--- src/rtl/fp_slab_reduce_pkg.sv ---
// Shared word layout, exception codes and ordering helpers
// for the ray/box slab reduction block.
package fp_slab_reduce_pkg;

  localparam int WIDTH = 36;

  localparam int EXC_HI  = 36;
  localparam int EXC_LO  = 35;
  localparam int SIGN    = 34;
  localparam int EXP_HI  = 33;
  localparam int EXP_LO  = 23;
  localparam int FRAC_HI = 22;
  localparam int FRAC_LO = 0;

  typedef logic [WIDTH:0] fp_word_t;

  typedef enum logic [1:0] {
    EXC_ZERO = 2'b00,
    EXC_NORM = 2'b01,
    EXC_INF  = 2'b10,
    EXC_NAN  = 2'b11
  } exc_e;

  typedef enum logic [1:0] {
    AX0 = 2'd0,
    AX1 = 2'd1,
    AX2 = 2'd2,
    OUT = 2'd3
  } state_e;

  localparam fp_word_t FP_ZERO = '0;

  // Total order classes, smallest first.
  localparam logic [2:0] R_NINF = 3'd0;
  localparam logic [2:0] R_NEG  = 3'd1;
  localparam logic [2:0] R_ZERO = 3'd2;
  localparam logic [2:0] R_POS  = 3'd3;
  localparam logic [2:0] R_PINF = 3'd4;

  function automatic logic fp_is_nan(
    input fp_word_t a
  );
    return a[EXC_HI:EXC_LO] == EXC_NAN;
  endfunction

  function automatic logic [2:0] fp_rank(
    input fp_word_t a
  );
    logic [2:0] r;
    r = R_ZERO;
    case (a[EXC_HI:EXC_LO])
      EXC_NORM: r = a[SIGN] ? R_NEG : R_POS;
      EXC_INF:  r = a[SIGN] ? R_NINF : R_PINF;
      default:  r = R_ZERO;
    endcase
    return r;
  endfunction

  // Strict a > b; any NaN operand yields 0.
  function automatic logic fp_gt(
    input fp_word_t a,
    input fp_word_t b
  );
    logic [2:0] ra;
    logic [2:0] rb;
    logic       res;
    ra  = fp_rank(a);
    rb  = fp_rank(b);
    res = 1'b0;
    if (fp_is_nan(a) || fp_is_nan(b))
      res = 1'b0;
    else if (ra != rb)
      res = ra > rb;
    else if (ra == R_POS)
      res = a[EXP_HI:FRAC_LO] > b[EXP_HI:FRAC_LO];
    else if (ra == R_NEG)
      res = a[EXP_HI:FRAC_LO] < b[EXP_HI:FRAC_LO];
    return res;
  endfunction

  function automatic logic fp_le(
    input fp_word_t a,
    input fp_word_t b
  );
    return ~fp_is_nan(a) & ~fp_is_nan(b)
         & ~fp_gt(a, b);
  endfunction

endpackage

--- src/rtl/fp_slab_reduce_greater.sv ---
// Combinational ordering compare of two FloPoCo words,
// with a NaN flag covering both operands.
module fp_greater
  import fp_slab_reduce_pkg::*;
(
  input  fp_word_t inA,
  input  fp_word_t inB,
  output logic     gt,
  output logic     either_nan
);

  assign either_nan = fp_is_nan(inA)
                    | fp_is_nan(inB);

  assign gt = fp_gt(inA, inB);

endmodule

--- src/rtl/fp_slab_reduce.sv ---
// Reduces three axis slab intervals to [t_near, t_far]
// and a hit flag, one axis pair accepted per cycle.
module fp_slab_reduce
  import fp_slab_reduce_pkg::*;
#(
  parameter int width = WIDTH
) (
  input  logic           clk,
  input  logic           rst,
  input  logic           in_valid,
  output logic           in_ready,
  input  logic [width:0] in_tmin,
  input  logic [width:0] in_tmax,
  output logic           out_valid,
  input  logic           out_ready,
  output logic [width:0] t_near,
  output logic [width:0] t_far,
  output logic           hit,
  output logic           nan_seen
);

  state_e state;
  state_e state_nx;

  logic accept;
  logic near_gt;
  logic near_nan;
  logic far_gt;
  logic far_nan;
  logic in_nan;

  logic [width:0] near_nx;
  logic [width:0] far_nx;
  logic           nan_nx;
  logic           hit_nx;

  assign in_ready  = state != OUT;
  assign out_valid = state == OUT;
  assign accept    = in_valid & in_ready;

  fp_greater u_max (
    .inA        (in_tmin),
    .inB        (t_near),
    .gt         (near_gt),
    .either_nan (near_nan)
  );

  fp_greater u_min (
    .inA        (t_far),
    .inB        (in_tmax),
    .gt         (far_gt),
    .either_nan (far_nan)
  );

  assign in_nan = fp_is_nan(in_tmin)
                | fp_is_nan(in_tmax);

  // Ties and NaN operands never replace the held value.
  always_comb begin
    near_nx = t_near;
    far_nx  = t_far;
    nan_nx  = nan_seen | in_nan;
    if (state == AX0) begin
      near_nx = in_tmin;
      far_nx  = in_tmax;
      nan_nx  = in_nan;
    end else begin
      if (near_gt && !near_nan)
        near_nx = in_tmin;
      if (far_gt && !far_nan)
        far_nx = in_tmax;
    end
  end

  assign hit_nx = fp_le(near_nx, far_nx)
                & ~fp_gt(FP_ZERO, far_nx)
                & ~nan_nx;

  always_comb begin
    state_nx = state;
    unique case (state)
      AX0: if (accept) state_nx = AX1;
      AX1: if (accept) state_nx = AX2;
      AX2: if (accept) state_nx = OUT;
      OUT: if (out_ready) state_nx = AX0;
      default: state_nx = AX0;
    endcase
  end

  always_ff @(posedge clk) begin
    if (rst) begin
      state <= AX0;
    end else begin
      state <= state_nx;
    end
  end

  always_ff @(posedge clk) begin
    if (rst) begin
      t_near   <= '0;
      t_far    <= '0;
      nan_seen <= 1'b0;
      hit      <= 1'b0;
    end else if (accept) begin
      t_near   <= near_nx;
      t_far    <= far_nx;
      nan_seen <= nan_nx;
      if (state == AX2)
        hit <= hit_nx;
    end
  end

endmodule

--- config.mk ---
export PLATFORM = sky130hd
export DESIGN_NAME = fp_slab_reduce
export DESIGN_NICKNAME = d
export VERILOG_FILES = /design/src/rtl/fp_slab_reduce_pkg.sv /design/src/rtl/fp_slab_reduce_greater.sv /design/src/rtl/fp_slab_reduce.sv
export SDC_FILE = /design/constraint.sdc
export NUM_CORES = 1
export LEC_CHECK = 0
export CAP_MARGIN = 20
export CORE_MARGIN = 3
export CORE_UTILIZATION = 56
export CTS_CLUSTER_DIAMETER = 50
export DETAILED_ROUTE_END_ITERATION = 12
export GPL_ROUTABILITY_DRIVEN = 0
export GPL_TIMING_DRIVEN = 0
export PLACE_DENSITY = 0.95
export SETUP_SLACK_MARGIN = 0.05
export SLEW_MARGIN = 20
export SYNTH_ARGS = -nofsm -noshare
export SYNTH_HDL_FRONTEND = slang
export SYNTH_SLANG_ARGS = --single-unit
--- constraint.sdc ---
create_clock -name clk -period 9.04 [get_ports clk]
set_input_delay 2.712 -clock clk [delete_from_list [all_inputs] [get_ports clk]]
set_output_delay 2.712 -clock clk [all_outputs]
set_load 0.02 [all_outputs]
Word level (Yosys, flattened, before mapping)
Cells that the tools add are included.

word-level totals
  memory bits (read-only) = 0
  word-level logic and storage cells = 117
  memories = 0
  bits in writable memories = 0
  output and inout bits = 78
  bits in registers = 78
  bits in latches = 0

cells by class
  add/subtract/negate cells = 0
  multiply operators = 0
  eq/ne operators = 36
  shift-type cells = 0
  multiplexer cells = 42
  div/mod/pow operators = 0
  reductions and logical operators = 10
  bitwise operators = 14
  $lt $le $gt $ge = 10

operators by type and width
  cell                                                                     count
  37-bit 2-to-1 mux                                                        4
  34-bit > comparator                                                      3
  34-bit < comparator                                                      3
  3-bit one-hot mux with 2 select lines                                    6
  2-bit == test (second input constant)                                    14
  2-bit 2-to-1 mux                                                         10
  3-bit 2-to-1 mux                                                         6
  1-bit 2-to-1 mux                                                         15
  2-bit by 1-bit == test with 1-bit output (second input constant)         7
  3-bit by 1-bit == test with 1-bit output (second input constant)         3
  3-bit by 2-bit == test with 1-bit output (second input constant)         3
  3-bit > comparator                                                       3
  3-bit inequality test                                                    3
  2-bit inequality test (second input constant)                            4
  2-bit one-hot mux with 4 select lines                                    1
  1-bit bitwise AND                                                        5
  1-bit inverter                                                           5
  1-bit OR                                                                 4
  4-bit AND reduction                                                      1
  2-bit by 3-bit > comparator with 1-bit output (first input constant)     1
  1-bit logical OR                                                         3
  2-bit by 3-bit inequality test with 1-bit output (first input constant)  1
  1-bit logical AND                                                        2
  1-bit zero test                                                          2
  other kinds (3)                                                          3

Logic depth before layout (Yosys ltp)
Gate-level depths: netlist (run 1).

  word-level depth = 21
  mapped depth = 23

Hierarchy
Synthesis (run 1) repeated with hierarchy kept, for this count alone.

unflattened totals
  cells, all modules = 777
  area total of the unflattened synthesis = 6657.6 um^2

by module, submodules not included
  module               area each (um^2)  times used  cells each  seq. area each (um^2)
  fp_slab_reduce       4600.7            1           486         1561.5
  fp_greater at u_min  1031.0            1           146         0.0
  fp_greater at u_max  1026.0            1           145         0.0

Worst setup path before layout (run 1)
Ideal clock, no wire load.

  path kind = input-to-reg
  start = in in_tmax[27]
  end = reg hit
  arrival time = 6.487 ns
  setup time = 0.122 ns
  required time = 8.918 ns
  buffers on the path = 2
  setup slack = 2.432 ns
  stages on the path = 23
  cells stage by stage = inv_1 ha_1 a21oi_1 o21ai_0 a221oi_1 mux2i_1 nand2_1 nor3b_2 a31o_1 buf_4 buf_8 mux2i_1 ha_1 a21o_1 a21o_1 a221oi_1 o21ai_0 a211oi_1 o21ai_0 nor2_1 o311ai_0 a31oi_1 a21oi_1

between the ends
  word-level cells in the longest chain between the ends = 17
  elaborated cells on any way between the ends = 35

RTL lines
  element                                                                           RTL line                                            text
  from (decl)                                                                       fp_slab_reduce.sv:13                                input logic [width:0] in_tmax,
  34-bit < comparator                                                               fp_slab_reduce_pkg.sv:77                            res = a[EXP_HI:FRAC_LO] < b[EXP_HI:FRAC_LO];
  1-bit 2-to-1 mux                                                                  fp_slab_reduce_pkg.sv:76                            else if (ra == R_NEG)
  1-bit 2-to-1 mux                                                                  fp_slab_reduce_pkg.sv:74                            else if (ra == R_POS)
  1-bit 2-to-1 mux                                                                  fp_slab_reduce_pkg.sv:72                            else if (ra != rb)
  1-bit 2-to-1 mux                                                                  fp_slab_reduce_pkg.sv:70                            if (fp_is_nan(a) || fp_is_nan(b))
  1-bit logical AND                                                                 fp_slab_reduce.sv:70                                if (far_gt && !far_nan)
  37-bit 2-to-1 mux                                                                 fp_slab_reduce.sv:70
  37-bit 2-to-1 mux (*)                                                             fp_slab_reduce.sv:63                                if (state == AX0) begin
  34-bit < comparator (tied with other cells)                                       fp_slab_reduce_pkg.sv:77
  1-bit 2-to-1 mux / 3-bit one-hot mux with 2 select lines (equally long branches)  fp_slab_reduce_pkg.sv:76, fp_slab_reduce_pkg.sv:51
  1-bit 2-to-1 mux (tied with other cells)                                          fp_slab_reduce_pkg.sv:74
  1-bit 2-to-1 mux                                                                  fp_slab_reduce_pkg.sv:72
  1-bit 2-to-1 mux                                                                  fp_slab_reduce_pkg.sv:70
  1-bit inverter                                                                    fp_slab_reduce_pkg.sv:86                            & ~fp_gt(a, b);
  1-bit bitwise AND                                                                 fp_slab_reduce_pkg.sv:86
  1-bit bitwise AND (*)                                                             fp_slab_reduce.sv:76                                & ~fp_gt(FP_ZERO, far_nx)
  1-bit bitwise AND (*)                                                             fp_slab_reduce.sv:77                                & ~nan_nx;
  to (signal assigned)                                                              fp_slab_reduce.sv:109                               hit <= hit_nx;
  to (decl)                                                                         fp_slab_reduce.sv:18                                output logic hit,

Mark *: on every way between the ends. The rest lies on a longest branch, timed or not.
A chain may end at the register's enable or synchronous reset.

Worst setup path after layout (run 1)
  start = in in_tmax[32]
  end = reg hit

Same word-level chain as after synthesis.

==> results.tsv, run 1 <==
stage	metric	value	unit
synthesis	synth_area_leader_cell	dfxtp_1	
critical_path	crit_family	compound AO/OA/AOI/OAI gates	
timing	fin_tns_setup	0	ns
clocking	cts-root-buf	clkbuf_16	
cells_and_area	final_cell_area	8710	µm²
timing	setup_violations	0	
timing	hold_viol_final	0	
clocking	clock-sinks	78	
timing	final.period_utilization	88.5	%
critical_path	path_class	primary input to flip-flop	
pwr	pwr-share-clk	22.0	%
critical_path	slowest_stage	a221oi_1	
global_route	grt_pass1_vias	7081	
timing	worstMarginPinSlew	0.663	ns
pwr	switching_share	39.1	%
pwr	p_per_area	173	nW/µm²
pwr	power_leakage	0.00394	µW
synthesis	synth_top_area_share	23.2	%
floorplan	die_w	116	µm
floorplan	fp.coreArea	11600	µm²
critical_path	slowest_delay	0.57	ns
synthesis	ys_ff_latch	78	
global_route	gr-usage-all-layers	31.8	%
synthesis	synthTopCellsByArea	dfxtp_1, ha_1, nor2_1	
critical_path	cp.buffers_inverters	4	
cells_and_area	nets	1195	
job	maxCapViolCount	0	
global_route	gr-total-overflow	0	
floorplan	io_pins	156	
floorplan	num_rows	39	
critical_path	worstPathArrival	8.23	ns
place	hpwl	16900	µm
pwr	seq_power_share	27.9	%
hold_path	hold_path_class	flip-flop to flip-flop	
synthesis	syn_inst	837	
routing	finalWirelength	21600	µm
place	numPortBuffers	154	
clocking	numCtsBuffers	9	
place	placed_cell_area	8450	µm²
run_status	status	finished, final reports clean	
clocking	hold_buffers	0	
critical_path	start_kind	primary input	
routing	drt_iter0_drc	584	
synthesis	synth-edff-count	0	
critical_path	required	9.27	ns
timing	hold_slack	0.505	ns
cells_and_area	fillCellCount	767	
clocking	cts_tree	built	
synthesis	syn_nets	1030	
global_route	grt_pass1_wl	33800	µm
routing	drc_errors	0	
clocking	clkSlewWorstSetupHoldPaths	0.06	ns
synthesis	synth_seq_area_share	23.2	%
pwr	p_switching	588	µW
synthesis	dominantRegCellSynth	dfxtp_1	
cells_and_area	area_delta_synth_final	29.4	%
cells_and_area	layout-drive-gt1-share	6.37	%
cells_and_area	antenna_cells	0	
routing	ant_nets	0	
synthesis	synth_area	6730	µm²
pwr	power.internal	916	µW
timing	clock.fmax	0.125	GHz
synthesis	avgSynthCellArea	8.04	µm²
pwr	ir_drop	0.0000984	V
synthesis	yosysMostFrequentCell	nor2_1	
global_route	grt_antenna_before_repair	0	
critical_path	crit_path_end_kind	flip-flop	
routing	avgViaCountPerCell	6.16	
floorplan	die_h	116	µm
timing	finClkSkew	0.0104	ns
timing	rsz0062_at_grt	no	
synthesis	yosysWarnings	0	
clocking	h-tree-depth	3	
timing	finalMaxSlewViolations	0	
synthesis	ys_async_sr_fraction	0	%
clocking	cts.repair.resized	0	
pwr	comb_power_share	50.0	%
timing	max_slew_margin	55.8	%
routing	vias	7069	
synthesis	synthDistinctLibCells	56	
clocking	clk_latency	0.34	ns
critical_path	cp_cell_sequence	clkdlybuf4s50_1 > inv_1 > ha_1 > and4_1 > a221oi_1 > mux2i_1 > nand2_1 > nor3b_2 > a31o_1 > buf_4 > buf_8 > mux2i_1 > ha_1 > a21o_1 > a21o_1 > a221oi_1 > o21ai_0 > a211oi_1 > o21ai_0 > nor2_1 > o311ai_0 > a31oi_1 > a21oi_1	
critical_path	cp_max_fo	10	
global_route	grt_max_degree	12	
routing	firstDrtPassIters	7	
synthesis	synthTopCellsByCount	nor2_1, ha_1, a21oi_1	
timing	post-route-min-period	8.00	ns
floorplan	die-area	13400	µm²
clocking	clockBufferDepth	2	
clocking	postCtsSetupRepairBufs	0	
routing	routedWlPerCell	18.8	µm
floorplan	initial_core_util	58.2	%
[routing by layer]
layer | wire length [µm] | global-route usage (%) | vias up
met3 | 1910 | 5.80 | 89
met1 | 8570 | 39.2 | 3240
met5 | 0 | 0 | -
li1 | - | - | 3315
met2 | 10200 | 52.9 | 425
met4 | 981 | 16.9 | 0
[power by group through the flow]
stage	sequential [µW]	combinational (µW)	clock, µW
2_1_floorplan	459	450	0
3_3_place_gp	423	703	0
3_5_place_dp	425	731	0
4_1_cts	419	740	330
5_1_grt	424	818	344
6_report	420	752	331
[area by class of cell]
type,instances,area (µm²),share of cell area (%)
buffer,35,208,2.39
tap,143,179,2.05
clock inverter,2,10.0,0.115
timing repair buffer,154,1540,17.7
sequential,78,1560,17.9
clock buffer,12,246,2.83
inverter,83,312,3.58
multi-input combinational,641,4650,53.4
[placed cells by master (no fill, tap or decap), drive strengths merged, types with 2 or more instances in the layout]
cell,instances
a2111oi,2
nor2,128
inv,83
a31o,3
nand4b,2
or3,3
and2,2
nor3,9
nor4,5
nand2b,9
o311ai,2
o211ai,3
nor2b,11
buf,9
and4,3
o21bai,3
a41oi,2
o21ai,31
a221oi,4
nand3,8
mux2,35
nor3b,2
nand4,20
nand2,46
clkbuf,38
clkinv,2
a22oi,2
clkdlybuf4s50,154
ha,115
o21a,2
dfxtp,78
a211oi,39
a31oi,2
a21oi,87
a21o,9
mux2i,42
[tightest hold or removal path, delay by kind of cell, from the launching register on]
family | cells | cell delay, ns
flops | 1 | 0.34
simple gates | 1 | 0.07
compound gates | 1 | 0.05
[stage by stage]
stage                     setup WS (ns)  total power, µW  utilization [%]  std cells
after floorplan                    2.43              909                -        837
after global placement            0.908             1130             73.1       1134
after detailed placement          0.788             1160             73.1       1134
after CTS                          1.09             1490             75.3       1148
after global routing              0.794             1590             75.3       1148
final                              1.04             1500             75.3       1148
[flip-flops by register name (all words and copies together) (netlist names)]
register and flops:
t_far 37, t_near 37, state 2, hit 1
nan_seen 1
[cell families (layout without fill, tap and decap cells)]
logic type,after synthesis,after routing,synth area share [%]
fa+ha+maj,115,115,21.4
compound gates,197,197,18.0
simple gates,252,252,17.4
mux,77,77,12.3
buf+inv,118,286,7.72
flops,78,78,23.2
[path summary, 6_finish.rpt]
path,from,end,slack [ns],cells past startpoint
max,in_tmax[32],hit,1.04,23
min,state[0],state[0],0.50,2
max reg2reg,t_far[29],hit,3.61,22
min reg2reg,state[0],state[0],0.50,2
(Power assumes the default switching activity.)
==> run 2, diff against run 1 <==
- SYNTH_HIERARCHICAL: unset -> 1
==> results.tsv, run 2 <==
stage	metric	value	unit	change
timing	finClkSkew	0.0130	ns	+0.00263 ns
synthesis	synth_compound_area_share	14.3	%	-3.7 points
global_route	use_met1	37.3	%	-1.9 points
floorplan	num_rows	39		unchanged
timing	rsz0062_at_grt	no		
routing	drt_iter0_drc	392		-33%
cells_and_area	layout-drive-gt1-share	8.34	%	+2.0 points
global_route	grt_pass1_vias	6537		-7.7%
clocking	h-tree-depth	3		unchanged
global_route	grt_pass1_wl	31600	µm	-6.7%
cells_and_area	antenna_cells	0		unchanged
clocking	cts_tree	built		
critical_path	cp-startpoint	in_tmin[16]		
floorplan	io_pins	156		unchanged
floorplan	die_w	115	µm	-0.51%
critical_path	slowest_delay	0.70	ns	+0.13 ns
synthesis	muxShareOfSynthArea	18.2	%	+5.8 points
cells_and_area	final_common_cell	clkdlybuf4s50_1		
clocking	clk_latency	0.34	ns	about the same
synthesis	synth-simple-area-share	15.9	%	-1.5 points
place	hpwl	15600	µm	-7.6%
synthesis	synth_top_area_share	23.5	%	+0.25 points
synthesis	synthTopCellsByArea	dfxtp_1, ha_1, mux2i_1		
timing	final.period_utilization	89.9	%	+1.4 points
timing	setup_violations	0		unchanged
synthesis	synth_area	6660	µm²	-1.1%
synthesis	synth_area_leader_cell	dfxtp_1		
routing	ant_nets	0		unchanged
synthesis	synth_seq_area_share	23.5	%	+0.25 points
synthesis	synth_top_family_by_area	adder cells		
timing	worstMarginPinSlew	0.731	ns	+0.0679 ns
timing	clock.fmax	0.123	GHz	-1.5%
clocking	clockBufferDepth	2		unchanged
global_route	gr-usage-all-layers	29.8	%	-2.1 points
synthesis	synthXorXnorAreaFrac	0	%	unchanged
synthesis	yosysWarnings	6		+6
hold_path	hold_path_class	flip-flop to flip-flop		
run_status	status	finished, final reports clean		
global_route	gr-total-overflow	0		unchanged
clocking	postCtsSetupRepairBufs	0		unchanged
critical_path	required	9.30	ns	+0.03 ns
synthesis	dominantRegCellSynth	dfxtp_1		
timing	setup_ws	0.916	ns	-0.125 ns
cells_and_area	area_delta_synth_final	29.9	%	
timing	hold_slack	0.510	ns	+0.00551 ns
synthesis	yosysMostFrequentCell	ha_1		
synthesis	avgSynthCellArea	8.57	µm²	+6.6%
global_route	grt_antenna_before_repair	0		unchanged
pwr	power_leakage	0.00376	µW	-4.6%
timing	fin_tns_setup	0	ns	unchanged
critical_path	cp.buffers_inverters	2		-2
timing	max_slew_margin	50.8	%	-5.0 points
timing	hold_viol_final	0		unchanged
synthesis	synthDistinctLibCells	59		+5.4%
critical_path	cp_max_fo	10		unchanged
routing	finalWirelength	20000	µm	-7.4%
synthesis	syn_inst	777		-7.2%
hold_path	worstHoldStart	state[0]		
synthesis	ys_async_sr_fraction	0	%	unchanged
pwr	p_per_area	169	nW/µm²	-1.9%
global_route	grt_max_degree	14		+2
clocking	clock-sinks	78		unchanged
critical_path	worstPathArrival	8.38	ns	+0.15 ns
clocking	clkSlewWorstSetupHoldPaths	0.06	ns	about the same
global_route	globalRouteMet3Util	5.16	%	-0.64 points
cells_and_area	final_util	75.1	%	-0.20 points
clocking	hold_buffers	0		unchanged
pwr	ir_drop	0.0000967	V	-1.7%
place	post-place-ws	0.713	ns	-0.0754 ns
cells_and_area	mostFrequentLayoutCells	clkdlybuf4s50_1, ha_1, nor2_1, inv_1, mux2i_1		
clocking	cts-root-buf	clkbuf_16		
global_route	busiest_layer	met2		
critical_path	cp_cell_sequence	clkdlybuf4s50_1 > ha_1 > nand4_1 > nor4_1 > nand2_1 > o211ai_1 > a2111oi_2 > mux2_2 > a21oi_4 > buf_2 > mux2_2 > ha_1 > nand4_2 > nor4_2 > nor4bb_1 > or3_1 > nor4_1 > o31ai_1		
pwr	total_power	1460	µW	-2.6%
synthesis	syn_nets	970		-5.8%
routing	vias	6635		-6.1%
clocking	cts.repair.resized	0		unchanged
timing	finalMaxSlewViolations	0		unchanged
critical_path	crit_path_end_kind	flip-flop		
cells_and_area	reg.largest.list	t_far x37, t_near x37, state x2		
routing	drc_errors	0		unchanged
routing	avgViaCountPerCell	6.09		-1.1%
synthesis	synthTopCellsByCount	ha_1, nor2_1, inv_1		
critical_path	slowest_stage	nor4_1		
timing	post-route-min-period	8.12	ns	+0.125 ns
cells_and_area	nets	1135		-5.0%
job	maxCapViolCount	0		unchanged
critical_path	start_kind	primary input		
critical_path	crit_family	simple AND/OR/NAND/NOR gates		
global_route	use_met2	50.3	%	-2.6 points
floorplan	die_h	115	µm	-0.51%
routing	routedWlPerCell	18.4	µm	-2.5%
synthesis	synth-edff-count	0		unchanged
routing	firstDrtPassIters	5		-2
floorplan	fp.coreArea	11500	µm²	-0.42%
floorplan	initial_core_util	57.8	%	-0.38 points
synthesis	ys_ff_latch	78		unchanged
critical_path	path_class	primary input to flip-flop		
clocking	numCtsBuffers	9		unchanged
critical_path	r2r_start	t_near[16]		
place	numPortBuffers	154		unchanged
floorplan	die-area	13200	µm²	-1.0%
synthesis	synthAdderAreaFrac	21.8	%	+0.38 points
## run 2: cell types whose count changed in the layout (fill, tap and decap cells not counted), sizes merged, moves of 5 or more
cell	change
nor2	-35
nor3	-5
nand2	-8
clkbuf	-11
a21oi	-34
mux2i	+38
o21ai	-9
nand3	+5
## run 2: area by class of cell
cell class | instances | area (µm²)
multi-input combinational | 589 | 4670
sequential | 78 | 1560
tap | 143 | 179
clock inverter | 5 | 36.3
inverter | 81 | 304
buffer | 29 | 124
timing repair buffer | 154 | 1540
clock buffer | 11 | 233
fill | 803 | 2870
## run 2: worst paths after layout
| kind | end | slack, ns | cells after the start |
|---|---|---|---|
| setup / recovery | hit | 0.92 | 18 |
| hold / removal | state[0] | 0.51 | 2 |
| setup reg to reg | hit | 3.30 | 18 |
| hold reg to reg | state[0] | 0.51 | 2 |
## run 2: power by group
part           switching (µW)  leakage (µW)  total (µW)  internal [µW]
clock                     152      0.000122         338            186
sequential               46.1      0.000645         427            381
combinational             375       0.00300         699            324
total                     573       0.00376        1460            892
## run 2: cells by family (layout without fill, tap and decap cells)
kind of cell | count (synthesis) | after routing
AOI/OAI and AO/OA | 144 | 144
and+or+nand+nor | 213 | 213
DFF | 78 | 78
muxes | 116 | 116
buffers and inverters | 110 | 280
adders and majority gates | 116 | 116
## run 2: metrics by stage
stage,area [µm²],cells
3_5_place_dp,8380,1074
5_1_grt,8650,1090
6_report,8650,1090
3_3_place_gp,8380,1074
4_1_cts,8650,1090
2_1_floorplan,6660,777
## run 2: worst reg2reg max path: stages (launching register included)
cell and delay, ns:
dfxtp_1 0.39, inv_1 0.07, ha_1 0.33, nand4_1 0.20, nor4_1 0.70, nand2_1 0.21
o211ai_1 0.26, a2111oi_2 0.15, mux2_2 0.32, a21oi_4 0.32, buf_2 0.36, mux2_2 0.42
ha_1 0.33, nand4_2 0.17, nor4_2 0.46, nor4bb_1 0.49, or3_1 0.24, nor4_1 0.07
o31ai_1 0.19
## run 2: routing by layer
metal  wire, µm  up-vias
li1           -     3124
met1       8380     3086
met2       9380      335
met3       1440       90
met4        827        0
met5          0        -
==> run 3, diff against run 2 <==
- SKIP_LAST_GASP: unset -> 1
==> results of run 3 <==
Same layout as run 2: the final DEF is identical, and so are final timing and power.
